## src/rtl/dino_motion_controller_pkg.sv

```systemverilog
// -----------------------------------------------------------------------------
// dino_motion_controller_pkg
// Shared constants and types for the dino per-frame controllers:
//   - game state codes driven by the global game FSM
//   - sprite ROM base addresses for each dino pose
//   - default ground row and the 8-bit screen coordinate type
//   - motion FSM state encoding and the falling-velocity helper
// -----------------------------------------------------------------------------
package dino_motion_controller_pkg;

   // Global game state codes (4-bit bus from the game FSM)
   localparam logic [3:0] GAME_IDLE    = 4'd0;
   localparam logic [3:0] GAME_RUNNING = 4'd1;
   localparam logic [3:0] GAME_OVER    = 4'd2;

   // Screen coordinate: unsigned, y grows downward
   typedef logic [7:0] coord_t;
   typedef logic [8:0] spriteAddr_t;
   typedef logic [4:0] vel_t;

   // Sprite ROM origins for each pose
   localparam spriteAddr_t SPRITE_STAND        = 9'd0;
   localparam spriteAddr_t SPRITE_RUN1         = 9'd120;
   localparam spriteAddr_t SPRITE_RUN2         = 9'd240;
   localparam spriteAddr_t SPRITE_DEAD_DEFAULT = 9'd360;

   localparam coord_t GROUND_Y_DEFAULT = 8'd90;

   typedef enum logic [2:0] {
      ST_IDLE,
      ST_RUN,
      ST_ASCEND,
      ST_DESCEND,
      ST_DEAD
   } dinoState_t;

   // Next falling velocity: vel + gravity, saturated at vMax.
   // The sum is formed one bit wider so it cannot wrap before the clamp.
   function automatic vel_t fallVel(input vel_t vel, input vel_t gravity, input vel_t vMax);
      logic [5:0] sum;
      sum = {1'b0, vel} + {1'b0, gravity};
      return (sum > {1'b0, vMax}) ? vMax : sum[4:0];
   endfunction

endpackage

```

## src/rtl/dino_motion_controller_frame_tick.sv

```systemverilog
// -----------------------------------------------------------------------------
// frame_tick_detect
// Registered rising-edge detector turning the frame strobe level into a
// single-clk tick. Holding frameClk high produces exactly one tick.
//
// Ports:
//   clk       in   system clock
//   resetn    in   asynchronous active-low reset
//   frameClk  in   frame strobe level, synchronous to clk
//   tick      out  high for the one clk where frameClk is high and was low
//                  on the previous clk
// -----------------------------------------------------------------------------
module frame_tick_detect (
   input  logic clk,
   input  logic resetn,
   input  logic frameClk,
   output logic tick
);

   logic frameClkQ;

   // NOTE: the reset is in the sensitivity list so every register clears
   // immediately when resetn falls, without waiting for a clock edge.
   always_ff @(posedge clk or negedge resetn) begin
      if (!resetn) begin
         frameClkQ <= 1'b0;
      end else begin
         // NOTE: sequential state uses non-blocking assignment so all
         // registers see pre-edge values regardless of statement order.
         frameClkQ <= frameClk;
      end
   end

   assign tick = frameClk & ~frameClkQ;

endmodule

```

## src/rtl/dino_motion_controller.sv

```systemverilog
// -----------------------------------------------------------------------------
// dino_motion_controller
// Per-frame motion and pose sequencer for the dino. Converts the jump button
// and global game state into the dino's vertical position and the sprite ROM
// base address used by the pixel renderer. All motion/pose updates happen on
// the clk edge where a frame tick is present.
//
// Optional build macro VARIABLE_JUMP_EN: when defined, releasing jumpReq while
// ascending halves the upward velocity (if above 2) for a short hop. When not
// defined, jump height is fixed and jumpReq is ignored outside RUN.
//
// Ports:
//   clk          in   system clock
//   resetn       in   asynchronous active-low reset
//   frameClk     in   frame strobe level, synchronous to clk
//   gameState    in   [3:0] GAME_IDLE / GAME_RUNNING / GAME_OVER
//   jumpReq      in   jump button level
//   dinoY        out  [7:0] dino top row (y grows downward)
//   spriteBase   out  [8:0] sprite ROM origin: 0 stand, 120 run1, 240 run2,
//                     DEAD_BASE dead
//   airborne     out  high while ascending or descending
//   landedPulse  out  one-clk pulse on landing
// -----------------------------------------------------------------------------
module dino_motion_controller
   import dino_motion_controller_pkg::*;
#(
   parameter coord_t      GROUND_Y  = GROUND_Y_DEFAULT,
   parameter vel_t        JUMP_V0   = 5'd6,
   parameter vel_t        GRAVITY   = 5'd1,
   parameter vel_t        V_MAX     = 5'd8,
   parameter logic [2:0]  ANIM_DIV  = 3'd4,
   parameter spriteAddr_t DEAD_BASE = SPRITE_DEAD_DEFAULT
) (
   input  logic        clk,
   input  logic        resetn,
   input  logic        frameClk,
   input  logic [3:0]  gameState,
   input  logic        jumpReq,
   output logic [7:0]  dinoY,
   output logic [8:0]  spriteBase,
   output logic        airborne,
   output logic        landedPulse
);

   localparam logic [2:0] ANIM_RELOAD = ANIM_DIV - 3'd1;

   logic        tick;

   dinoState_t  state, stateNext;
   coord_t      dinoYNext;
   vel_t        vel, velNext;
   spriteAddr_t spriteNext;
   logic [2:0]  animCnt, animNext;
   logic        poseSel, poseNext;
   logic        jumpPending, jumpPendingNext;
   logic        landedNext;
   logic        airborneNext;

   // Working values for the airborne states
   vel_t        velEff;
   vel_t        velFall;
   logic [8:0]  fallSum;

   frame_tick_detect uTick (
      .clk      (clk),
      .resetn   (resetn),
      .frameClk (frameClk),
      .tick     (tick)
   );

   always_comb begin
      // NOTE: every combinational output gets a default before any branch;
      // a path that leaves one unassigned would infer a latch.
      stateNext  = state;
      dinoYNext  = dinoY;
      velNext    = vel;
      spriteNext = spriteBase;
      animNext   = animCnt;
      poseNext   = poseSel;
      landedNext = 1'b0;
      velEff     = vel;
      velFall    = fallVel(vel, GRAVITY, V_MAX);
      fallSum    = {1'b0, dinoY} + {4'b0000, velFall};

      if (tick) begin
         if (gameState == GAME_OVER) begin
            // Game over wins from any state; position and velocity freeze
            stateNext  = ST_DEAD;
            spriteNext = DEAD_BASE;
         end else begin
            unique case (state)
               ST_IDLE: begin
                  if (gameState == GAME_RUNNING) begin
                     stateNext  = ST_RUN;
                     spriteNext = SPRITE_RUN1;
                     animNext   = ANIM_RELOAD;
                     poseNext   = 1'b0;
                  end else begin
                     spriteNext = SPRITE_STAND;
                  end
               end

               ST_RUN: begin
                  // A press on this very clk counts even though jumpPending
                  // has not had a chance to capture it yet.
                  if (jumpPending || jumpReq) begin
                     stateNext  = ST_ASCEND;
                     velNext    = JUMP_V0;
                     spriteNext = SPRITE_STAND;
                  end else if (gameState != GAME_RUNNING) begin
                     stateNext  = ST_IDLE;
                     spriteNext = SPRITE_STAND;
                  end else if (animCnt == 3'd0) begin
                     animNext   = ANIM_RELOAD;
                     poseNext   = ~poseSel;
                     spriteNext = poseSel ? SPRITE_RUN1 : SPRITE_RUN2;
                  end else begin
                     animNext   = animCnt - 3'd1;
                  end
               end

               ST_ASCEND: begin
`ifdef VARIABLE_JUMP_EN
                  // Button released early: cut the remaining rise short
                  if (!jumpReq && (vel > 5'd2)) begin
                     velEff = vel >> 1;
                  end
`endif
                  // Clamp at the top row rather than wrapping
                  dinoYNext = (dinoY < {3'b000, velEff}) ? 8'd0
                                                         : dinoY - {3'b000, velEff};
                  if (velEff <= GRAVITY) begin
                     stateNext = ST_DESCEND;
                     velNext   = 5'd0;
                  end else begin
                     velNext   = velEff - GRAVITY;
                  end
               end

               ST_DESCEND: begin
                  // Sum is 9 bits so a fall near the bottom cannot wrap
                  if (fallSum >= {1'b0, GROUND_Y}) begin
                     dinoYNext  = GROUND_Y;
                     stateNext  = ST_RUN;
                     landedNext = 1'b1;
                     spriteNext = SPRITE_RUN1;
                     animNext   = ANIM_RELOAD;
                     poseNext   = 1'b0;
                  end else begin
                     dinoYNext  = fallSum[7:0];
                     velNext    = velFall;
                  end
               end

               ST_DEAD: begin
                  if (gameState == GAME_IDLE) begin
                     stateNext  = ST_IDLE;
                     dinoYNext  = GROUND_Y;
                     velNext    = 5'd0;
                     spriteNext = SPRITE_STAND;
                  end
               end

               default: begin
                  stateNext  = ST_IDLE;
                  spriteNext = SPRITE_STAND;
               end
            endcase
         end
      end

      // A request is only remembered while running; leaving RUN (including
      // taking the jump) drops it.
      jumpPendingNext = (stateNext == ST_RUN) &&
                        (jumpPending || (jumpReq && (state == ST_RUN)));

      airborneNext = (stateNext == ST_ASCEND) || (stateNext == ST_DESCEND);
   end

   always_ff @(posedge clk or negedge resetn) begin
      if (!resetn) begin
         state       <= ST_IDLE;
         dinoY       <= GROUND_Y;
         vel         <= 5'd0;
         spriteBase  <= SPRITE_STAND;
         animCnt     <= ANIM_RELOAD;
         poseSel     <= 1'b0;
         jumpPending <= 1'b0;
         landedPulse <= 1'b0;
         airborne    <= 1'b0;
      end else begin
         state       <= stateNext;
         dinoY       <= dinoYNext;
         vel         <= velNext;
         spriteBase  <= spriteNext;
         animCnt     <= animNext;
         poseSel     <= poseNext;
         jumpPending <= jumpPendingNext;
         landedPulse <= landedNext;
         airborne    <= airborneNext;
      end
   end

endmodule

```

## config.mk

```make
export PLATFORM = sky130hd
export DESIGN_NAME = dino_motion_controller
export DESIGN_NICKNAME = d
export VERILOG_FILES = /design/src/rtl/dino_motion_controller_pkg.sv /design/src/rtl/dino_motion_controller_frame_tick.sv /design/src/rtl/dino_motion_controller.sv
export SDC_FILE = /design/constraint.sdc
export NUM_CORES = 1
export LEC_CHECK = 0
export ABC_AREA = 1
export CORE_MARGIN = 4
export CORE_UTILIZATION = 43
export DETAILED_ROUTE_END_ITERATION = 10
export PLACE_DENSITY_LB_ADDON = 0.15
export RECOVER_POWER = 100
export SKIP_LAST_GASP = 1
export SYNTH_ARGS = -nofsm -noshare
export SYNTH_HDL_FRONTEND = slang
export SYNTH_HIERARCHICAL = 1
export SYNTH_SLANG_ARGS = --single-unit
```

## constraint.sdc

```tcl
create_clock -name clk -period 8.7 [get_ports clk]
set_clock_uncertainty 0.1 [all_clocks]
set_input_delay 1.74 -clock clk [delete_from_list [all_inputs] [get_ports clk]]
set_output_delay 1.74 -clock clk [all_outputs]
set_load 0.05 [all_outputs]
```

==> results list <==
* Maximum number of pins on one net before global-route repair: 30
- In this run the vertical extent of the chip is 82.88 um.
- Endpoints failing setup: 0
- The final count of hold timing violations came to 0.
- The run finished, with violations left.
- Data on the critical path is required at its endpoint by 8.77 ns.
- Summed over all layers, the global routing overflow is 0.
* Number of sinks handled by clock tree synthesis: 29
* Count of unresolved DRC violations after routing: 0
- Input and output buffers added on the ports amount to 23.
* Die outline area: 6869 um2
- Predominant post-synthesis flop cell: sky130_fd_sc_hd__dfrtp_1
- STA classifies the critical path startpoint as a register.
- At the end of the flow the core is filled with cells to 50.41%.
- Number of filler cells placed in the layout: 560
* Maximum clock rate: 0.2599 GHz
- The number of buffers and inverters on the critical path is 3.
- TritonCTS built the clock tree.
- Post-CTS sizing: 0
* Global router's overall resource usage: 16.58%
- The number of placed instances, taps included, is 436.
- Across the run, the number of max-cap violations was 1.
* Worst setup path class: reg -> reg
* Final worst-path cycle share: 44.22%
- Tightest slew margin relative to the limit: -7.858%
- Along the worst path, the maximum fanout reaches 8.
* FF-to-FF path depth: 23
- The final reports fail on max-capacitance violations, max-slew violations.
* H-Tree Level Count: 2
* Endpoint arrival time on the critical path: 3.92 ns
- For this design, the CTS-stage hold fixing added 0 buffers.
* Syn. warnings: 6
- CTS max path bufs: 2
* Kind of path behind the tightest hold check: reg -> reg
- Yosys instantiated no cell more often than sky130_fd_sc_hd__nand2_1.
- Clock period minus worst slack: 3.847 ns
* Peak supply drop: 146.6 uV
- At the pin with the least slew margin, the transition time is 1.618 ns.
- After floorplanning, the core was sized to cover 5473 um2.
* List of most frequent post-synthesis cells: sky130_fd_sc_hd__nand2_1 (79), sky130_fd_sc_hd__inv_1 (51), sky130_fd_sc_hd__nor2_1 (37)
- Critical R2R Capture: spriteBase[6]$_DFFE_PN0P_
- Hold EP: spriteBase[8]$_DFFE_PN0P_
- Clock-pin slew was measured on the worst setup and hold paths at 0.06 ns.
* Post-place setup slack: 5.037 ns
- For this run, the slowest stage of the critical path takes 0.48 ns.
- Initial core utilization: 44.06%
- The worst register-to-register path begins at vel[0]$_DFFE_PN0P_.
- Number of CTS-inserted buffers: 5
* Area share of the largest cell type after synthesis: 23.87%
- Number of buffers inserted to repair setup after CTS: 0
- Antenna violations before repair: 0
- Averaged over all synthesized cells, the footprint is 7.029 um2.
- Power, Total: 921.5 uW
- Share of post-route cells with drive strength above 1: 9.409%
* Boundary pin count: 27
- Summing every instance area after synthesis gives 2411 um2.
- Power density over the cells: 334.0 nW/um2
- STA classifies the critical path endpoint as a register.
- Drt total wl: 5.541 mm
- Synth area leader: sky130_fd_sc_hd__dfrtp_1
- Setup ws final: 4.853 ns
- Vias in the first global route: 2084
* Static Leakage: 0.001451 uW
- Wire per inst: 12.48 um
- Library cell contributing the largest single delay on the critical path: sky130_fd_sc_hd__dfrtp_1
- Sorting the synthesized cells by area gives the leading types as sky130_fd_sc_hd__dfrtp_1 (24%), sky130_fd_sc_hd__nand2_1 (12%), sky130_fd_sc_hd__ha_1 (8.3%).
- First-pass GRT wire length: 9.556 mm
- In this run the clock root is driven by a sky130_fd_sc_hd__clkbuf_8.
- In the final design database the tool counted 397 nets.
- Setup repair after global routing left no endpoint under its margin.
* Most frequent CP cell: sky130_fd_sc_hd__nand2_1
* Area of combinational cells with multiple inputs: 1379 um2
- At the later pin of the worst-skew pair, clock insertion delay measures 0.28 ns.
* Number of synthesized flops with an enable pin: 0
- Startpoint of the worst hold path: spriteBase[8]$_DFFE_PN0P_
- Via density per instance: 4.941
* Storage element area: 733.2 um2
- Once layout is complete, the cells apart from fillers number 444.
- Inserted Diodes: 0
* Routed vias: 2194
* Die outline width: 82.88 um
- Crit path cell chain: ha_1 -> xnor2_1 -> nand2_1 -> nand2_1 -> nand2_1 -> nor2_1 -> ha_1 -> inv_1 -> fa_1 -> inv_1 -> nand3_1 -> nand2_2 -> nand2_1 -> nand2_1 -> inv_1 -> nand2_1 -> nand2_2 -> nand2_1 -> nand3_1 -> nand3_1 -> nand2_1 -> nand2_1 -> nand2_1
- The share of the Yosys chip area taken by registers is 30.41%.
- In the synthesized netlist, the number of instances is 343.
- On the critical path the largest part of the delay comes from simple AND/OR/NAND/NOR gates.
- Counting flops with an async set or reset pin after synthesis yields a share of 100.0%.
* Count of distinct cell types in the synthesized netlist: 38
* Post-detailed-route count of antenna-violating nets: 0
* Post-Route Setup TNS: 0 ns
* Worst hold stages: 2
- The congestion estimate from routability-driven global placement came to 0.8261.
- Compared with the post-synthesis result, the final layout area differs by 14.43%.
- Post-synthesis register bit count: 29
- Drt first pass iters: 4
* Placed wire-length estimate after detailed placement: 4.417 mm
- Number of DRC markers in iteration 0: 117
- Number of rows in the core area: 27
* R2R setup slack: 4.85 ns
* Total count of max-transition violations in the final report: 30
==> cells by family after synthesis <==
family,Yosys count,synth area share [%]
AOI/OAI and AO/OA,43,10.12
adders and majority gates,18,9.964
and+or+nand+nor,175,33.89
other,1,0.1555
buffers and inverters,65,11.11
DFF,29,30.41
xor gates and xnor gates,12,4.359
==> layout by cell type (no fill, tap or decap), drive strengths merged <==
| cell type | synthesis | routed |
|---|---|---|
| o21ai | 17 | 17 |
| xnor2 | 4 | 4 |
| a221oi | 1 | 1 |
| a21oi | 18 | 18 |
| nand4 | 9 | 9 |
| nand2 | 90 | 90 |
| a22oi | 2 | 2 |
| ha | 16 | 16 |
| inv | 59 | 59 |
| o211ai | 1 | 1 |
| dlygate4sd3 | 0 | 18 |
| nor2 | 42 | 42 |
| o22ai | 2 | 2 |
| or2 | 3 | 3 |
| fa | 2 | 2 |
| clkdlybuf4s50 | 0 | 5 |
| nor3 | 2 | 2 |
| nand3b | 2 | 2 |
| o31ai | 1 | 1 |
| dfrtp | 23 | 23 |
| clkinv | 0 | 1 |
| a31oi | 1 | 1 |
| nor4 | 1 | 1 |
| clkbuf | 0 | 8 |
| xor2 | 8 | 8 |
| conb | 1 | 4 |
| nand3 | 26 | 26 |
| dfstp | 6 | 6 |
==> worst register-to-register path, stage by stage, from the launching register on <==
cell and delay (ns):
sky130_fd_sc_hd__dfrtp_1 0.48, sky130_fd_sc_hd__ha_1 0.28, sky130_fd_sc_hd__xnor2_1 0.21, sky130_fd_sc_hd__nand2_1 0.08, sky130_fd_sc_hd__nand2_1 0.09, sky130_fd_sc_hd__nand2_1 0.07
sky130_fd_sc_hd__nor2_1 0.11, sky130_fd_sc_hd__ha_1 0.22, sky130_fd_sc_hd__inv_1 0.07, sky130_fd_sc_hd__fa_1 0.40, sky130_fd_sc_hd__inv_1 0.11, sky130_fd_sc_hd__nand3_1 0.11
sky130_fd_sc_hd__nand2_2 0.09, sky130_fd_sc_hd__nand2_1 0.07, sky130_fd_sc_hd__nand2_1 0.09, sky130_fd_sc_hd__inv_1 0.04, sky130_fd_sc_hd__nand2_1 0.07, sky130_fd_sc_hd__nand2_2 0.04
sky130_fd_sc_hd__nand2_1 0.16, sky130_fd_sc_hd__nand3_1 0.29, sky130_fd_sc_hd__nand3_1 0.29, sky130_fd_sc_hd__nand2_1 0.13, sky130_fd_sc_hd__nand2_1 0.09, sky130_fd_sc_hd__nand2_1 0.05
==> metal layers <==
layer / track usage (%) / up-vias / share of wire [%]
met1: 22.01 / 1023 / 47
met5: 0 / - / 0
met2: 27.33 / 30 / 49
met4: 5.498 / 0 / 0.92
li1: - / 1137 / -
met3: 2.778 / 4 / 3.3
==> flip-flops by register name (all words and copies together) (netlist names) <==
signal / flops
airborne: 1
animCnt: 3
dinoY: 8
jumpPending: 1
landedPulse: 1
poseSel: 1
spriteBase: 5
state: 3
uTick/frameClkQ: 1
vel: 5
==> worst max-delay path by stage <==
stage / to / from / cells after the start / slack [ns]
after floorplan: vel[2]$_DFFE_PN0P_ / gameState[3] / 10 / 5.74
after global placement: dinoY[0]$_DFFE_PN0P_ / frameClk / 12 / 5.11
after detailed placement: dinoY[0]$_DFFE_PN0P_ / frameClk / 12 / 5.04
after CTS: dinoY[1] / dinoY[1]$_DFFE_PN1P_ / 1 / 5.13
after global routing: spriteBase[6]$_DFFE_PN0P_ / vel[0]$_DFFE_PN0P_ / 23 / 4.50
final: spriteBase[6]$_DFFE_PN0P_ / vel[0]$_DFFE_PN0P_ / 23 / 4.85
==> where the power goes <==
part / internal [uW] / leakage, uW / switching, uW
Sequential: 175 / 0.000365 / 43.0
Combinational: 202 / 0.00103 / 378
Clock: 71.4 / 0.0000542 / 52.6
==> per-stage QoR <==
stage | instance area, um2 | hold slack [ns]
after floorplan | 2422 | 0.3650
after global placement | 2704 | 0.3681
after detailed placement | 2704 | 0.3665
after CTS | 2805 | 0.3859
after global routing | 2759 | 0.4189
final | 2759 | 0.3750
==> cell type report <==
class	count	share of cell area [%]
Clock buffer	7	3.492
Tap cell	72	3.265
Multi-Input combinational cell	252	49.98
Inverter	59	8.027
Timing Repair Buffer	24	8.481
Clock inverter	1	0.1814
Sequential cell	29	26.58
Note: power is estimated with default switching activity, not from simulation.
==> RTL change 1: new RTL, same settings <==
Build with the macro `VARIABLE_JUMP_EN` defined.
--- a/src/rtl/dino_motion_controller.sv
+++ b/src/rtl/dino_motion_controller.sv
@@ -22,4 +22,6 @@
 //   landedPulse  out  one-clk pulse on landing
 // -----------------------------------------------------------------------------
+`define VARIABLE_JUMP_EN
+
 module dino_motion_controller
    import dino_motion_controller_pkg::*;
Formal check against the unedited RTL: not equivalent (a bounded check fails within 10 cycles, from zero or initial values and one cycle with resetn low).
==> RTL change 1 against the unedited design <==
Routed wire length rose by 6.2%; sequential cell count is the same; synthesized area increased by 5.2%; worst setup slack got worse by 0.83 ns; design area is 7.0% higher; combinational power rose by 15%; the run still ends with capacitance limit, slew limit left; die area is 4.7% higher; critical path type is now input port to flop; critical endpoint is now dinoY[0]; total power is 11% higher; critical path depth decreased by 6.
==> RTL change 1: results <==
[cts]
htree_levels = 2
cts_root_buf = clkbuf_8
clk-insertion-delay-late_ns = 0.28
post_cts_buffers = 0
clock_path_buffers = 2
cts_resized = 0

[pwr]
ir_worst_vdd_v = 0.000166
power_frac_clock_pct = 14.2
p_sw_uw = 526
total_leakage_power_nw = 1.58

[detailed_routing]
drt_iter0_markers = 93
vias = 2291
finalWirelength_mm = 5.89
viasPerCell = 4.91
drtPass1Iterations = 4

[layout]
fillers = 586
final_nets = 419
multi_input_area_um2 = 1550
drive_gt1_share_pct = 10.9
largest_registers = dinoY x8, spriteBase x5, vel x5

[timing]
max_freq_mhz = 214
drv_slew = 30
slew_headroom_pct = -10.8

[placed_design]
place_area_um2 = 2850
placed_cells = 459
numPortBuffers = 23
gp_congestion = 0.889
dp_hpwl_mm = 4.71
dp_slack_ns = 4.02

[global_route]
grt_max_degree = 30
grt_usage_pct = 17.7
grt_first_pass_wirelength_mm = 10.4

[run_status]
status = finished, violations left
violations = capacitance limit, slew limit

[setup_path]
critPathArrivalTime_ns = 4.77
crit_start = jumpReq
r2r_end = dinoY[0]
rrSetupSlack_ns = 5.17
reg2reg_depth = 18

[synthesis]
yosysWarnings = 6
synth.area.top_cells = dfrtp_1, nand2_1, inv_1, ha_1, dfstp_2
ys_seq_area_share_pct = 28.9
ys_types = 41
synth_area_per_cell_um2 = 6.97
synthTopCellsByCount = nand2_1, inv_1, nor2_1, dfrtp_1, nand3_1

[run]
maxCapViolations = 1
==> RTL change 1: cell types whose count changed after synthesis, moves of 5 or more <==
cell,change
nand3_1,-6
inv_2,-6
nand2_4,+5
nand2_1,+14
inv_1,+9
nand4_1,-5
o21ai_0,+9
a21oi_1,-6
==> RTL change 1: power groups by stage <==
| stage | logic [mW] | registers [mW] | clock network [mW] |
|---|---|---|---|
| final | 0.664 | 0.216 | 0.146 |
| after global placement | 0.665 | 0.219 | 0 |
| after detailed placement | 0.675 | 0.219 | 0 |
| after global routing | 0.750 | 0.221 | 0.157 |
| after floorplan | 0.454 | 0.284 | 0 |
| after CTS | 0.678 | 0.216 | 0.149 |
==> RTL change 1: area by class of cell <==
| class | instances | area share [%] |
|---|---|---|
| Clock inverter | 1 | 1.02 |
| Tap cell | 72 | 3.05 |
| Inverter | 62 | 7.88 |
| Multi-Input combinational cell | 272 | 52.4 |
| Sequential cell | 29 | 24.8 |
| Clock buffer | 7 | 2.92 |
| Timing Repair Buffer | 24 | 7.93 |
==> RTL change 1: kinds of logic (layout without fill, tap and decap cells) <==
family          after synthesis  count (layout)  share of synthesized area, %
flops                        29              29                          28.9
other cells                   1               4                         0.148
simple gates                188             188                          35.5
fa+ha+maj                    17              17                          8.97
buf+inv                      66              94                          10.4
xor+xnor                      8               8                          2.76
compound gates               55              55                          13.4
==> RTL change 1: worst min-delay path by stage <==
stage | start | end | slack [ns] | depth (start not counted)
2_1_floorplan | animCnt[0] | animCnt[0] | 0.37 | 2
3_3_place_gp | spriteBase[8] | spriteBase[8] | 0.36 | 2
3_5_place_dp | spriteBase[8] | spriteBase[8] | 0.37 | 2
4_1_cts | spriteBase[8] | spriteBase[8] | 0.38 | 2
5_1_grt | spriteBase[8] | spriteBase[8] | 0.41 | 2
6_report | spriteBase[8] | spriteBase[8] | 0.38 | 2
==> RTL change 1: critical path, cell delays in order <==
cell and delay, ns:
dlygate4sd3_1 0.57, inv_1 0.06, nand2_1 0.15, nand2_1 0.10, o21a_1 0.18, inv_1 0.08
ha_1 0.21, fa_1 0.40, nor2_1 0.12, a211oi_1 0.07, o21ai_0 0.30, nor2_1 0.11
nor2_1 0.20, inv_1 0.12, o21ai_0 0.15, inv_1 0.05, a21boi_0 0.16
==> RTL change 1: metal layers <==
metal,wire length (um),track usage (%),up-vias
met4,87,3.88,0
met3,208,3.40,10
met2,2600,28.4,40
met1,2990,24.8,1031
met5,0,0,-
li1,-,-,1210
==> RTL change 2: new RTL, same flow settings <==
Made on the original files. Re-encode `dinoState_t` (5 states) as one-hot, 5 bits wide.
--- a/src/rtl/dino_motion_controller_pkg.sv
+++ b/src/rtl/dino_motion_controller_pkg.sv
@@ -27,10 +27,10 @@
    localparam coord_t GROUND_Y_DEFAULT = 8'd90;
 
-   typedef enum logic [2:0] {
-      ST_IDLE,
-      ST_RUN,
-      ST_ASCEND,
-      ST_DESCEND,
-      ST_DEAD
+   typedef enum logic [4:0] {
+      ST_IDLE    = 5'b00001,
+      ST_RUN     = 5'b00010,
+      ST_ASCEND  = 5'b00100,
+      ST_DESCEND = 5'b01000,
+      ST_DEAD    = 5'b10000
    } dinoState_t;
 
Function: same outputs for any inputs over 10 cycles, from zero or initial values and one cycle with resetn low; not proved beyond that.
==> RTL change 2 against the unedited design <==
Design area up 4.5%; register-to-register slack hardly changed; synthesized area grew 5.4%; combinational power is 4.3% lower; core utilization is 0.99 points higher; total power rose by 1.5%; non-clock buffer count unchanged; the flow still finishes with violations (capacitance limit, slew limit); global-route usage is 0.33 points higher; critical path type is now input port to flop; largest cell class unchanged; worst setup slack got worse by 0.37 ns; sequential cell count grew 2; sequential power increased by 7%; routed wire length up 3.8%; hold slack got worse by 0.0039 ns.
==> RTL change 2: results <==
[cts]
clkSlewWorstSetupHoldPaths_ns = 0.07
clock_path_buffers = 2
cts_resized = 0

[setup_path]
cp_max_fo = 13
rrSetupSlack_ns = 4.86
r2r_end = poseSel
rr_startpoint = vel[0]
crit_slowest_cell = nor2_1
crit_start = frameClk
critPathArrivalTime_ns = 4.33
crit_end = dinoY[6]
max_stage_delay_ns = 0.60
reg2reg_depth = 25

[global_route]
grt_pass1_vias = 2042
grt_max_degree = 32
antenna_found_initial = 0
grt_first_pass_wirelength_mm = 9.92
grt_usage_pct = 16.9

[synthesis]
synthTopCellsByCount = nand2_1, inv_1, nor2_1, dfrtp_1, nand3_1
synth_area_per_cell_um2 = 7.46
ys_seq_area_share_pct = 30.9
yosysWarnings = 6
ys_types = 45
synth-main-ff-cell = dfrtp_1
synth.area.top_cells = dfrtp_1, nand2_1, ha_1, inv_1, dfstp_2

[detailed_routing]
routed-wl-met3_um = 267
wl_per_cell_um = 13.0
vias = 2194
viasPerCell = 4.98
wl_met1_mm = 2.98
drt_iter0_markers = 148
drtPass1Iterations = 6
met2_length_mm = 2.46

[timing]
hold_slack_ns = 0.371
finalHoldViolCount = 0
layout_min_cycle_time_ns = 4.22
drv_slew = 32
slew_headroom_pct = -10.8

[layout]
final_nets = 394
largest-register = dinoY
drive_gt1_share_pct = 12.2

[pwr]
p_comb_uw = 554
intPower_uw = 471
total_leakage_power_nw = 1.48
pg_clk_uw = 148
ir_worst_vdd_v = 0.000151
pwr-share-comb_pct = 59.2

[placed_design]
dp_hpwl_mm = 4.53
placed_cells = 433
place_area_um2 = 2830
dp_slack_ns = 4.84
gp_congestion = 0.898

[min_path]
holdPathStages = 2
hold_start = spriteBase[8]

[run]
maxCapViolations = 1

[run_status]
violations = capacitance limit, slew limit
status = finished, violations left
RTL change 2: logic make-up (layout without fill, tap and decap cells):
kind of cell               count (synthesis)  count (layout)  share of synthesized area, %
and+or+nand+nor                          169             169                          33.7
AOI/OAI and AO/OA                         44              44                          11.0
other                                      1               4                         0.147
adders and majority gates                 18              18                          9.45
xor gates and xnor gates                  12              12                          4.13
DFF                                       31              31                          30.9
buffers and inverters                     66              91                          10.7
RTL change 2: cell type report:
cell class	count	area [um^2]
Sequential cell	31	785
Fill cell	565	2730
Tap cell	72	90.1
Clock buffer	6	82.6
Multi-Input combinational cell	247	1430
Clock inverter	2	35.0
Timing Repair Buffer	24	234
Inverter	59	223
RTL change 2: critical path, delay by kind of cell:
kind / cells / cell delay (ns)
simple gates: 5 / 1.44
compound gates: 2 / 0.18
buf+inv: 5 / 0.96
RTL change 2: layer usage:
metal / GRT usage (%) / up-vias
met1: 25.3 / 985
met2: 24.9 / 53
met5: 0 / -
met3: 3.20 / 5
met4: 4.46 / 0
li1: - / 1151
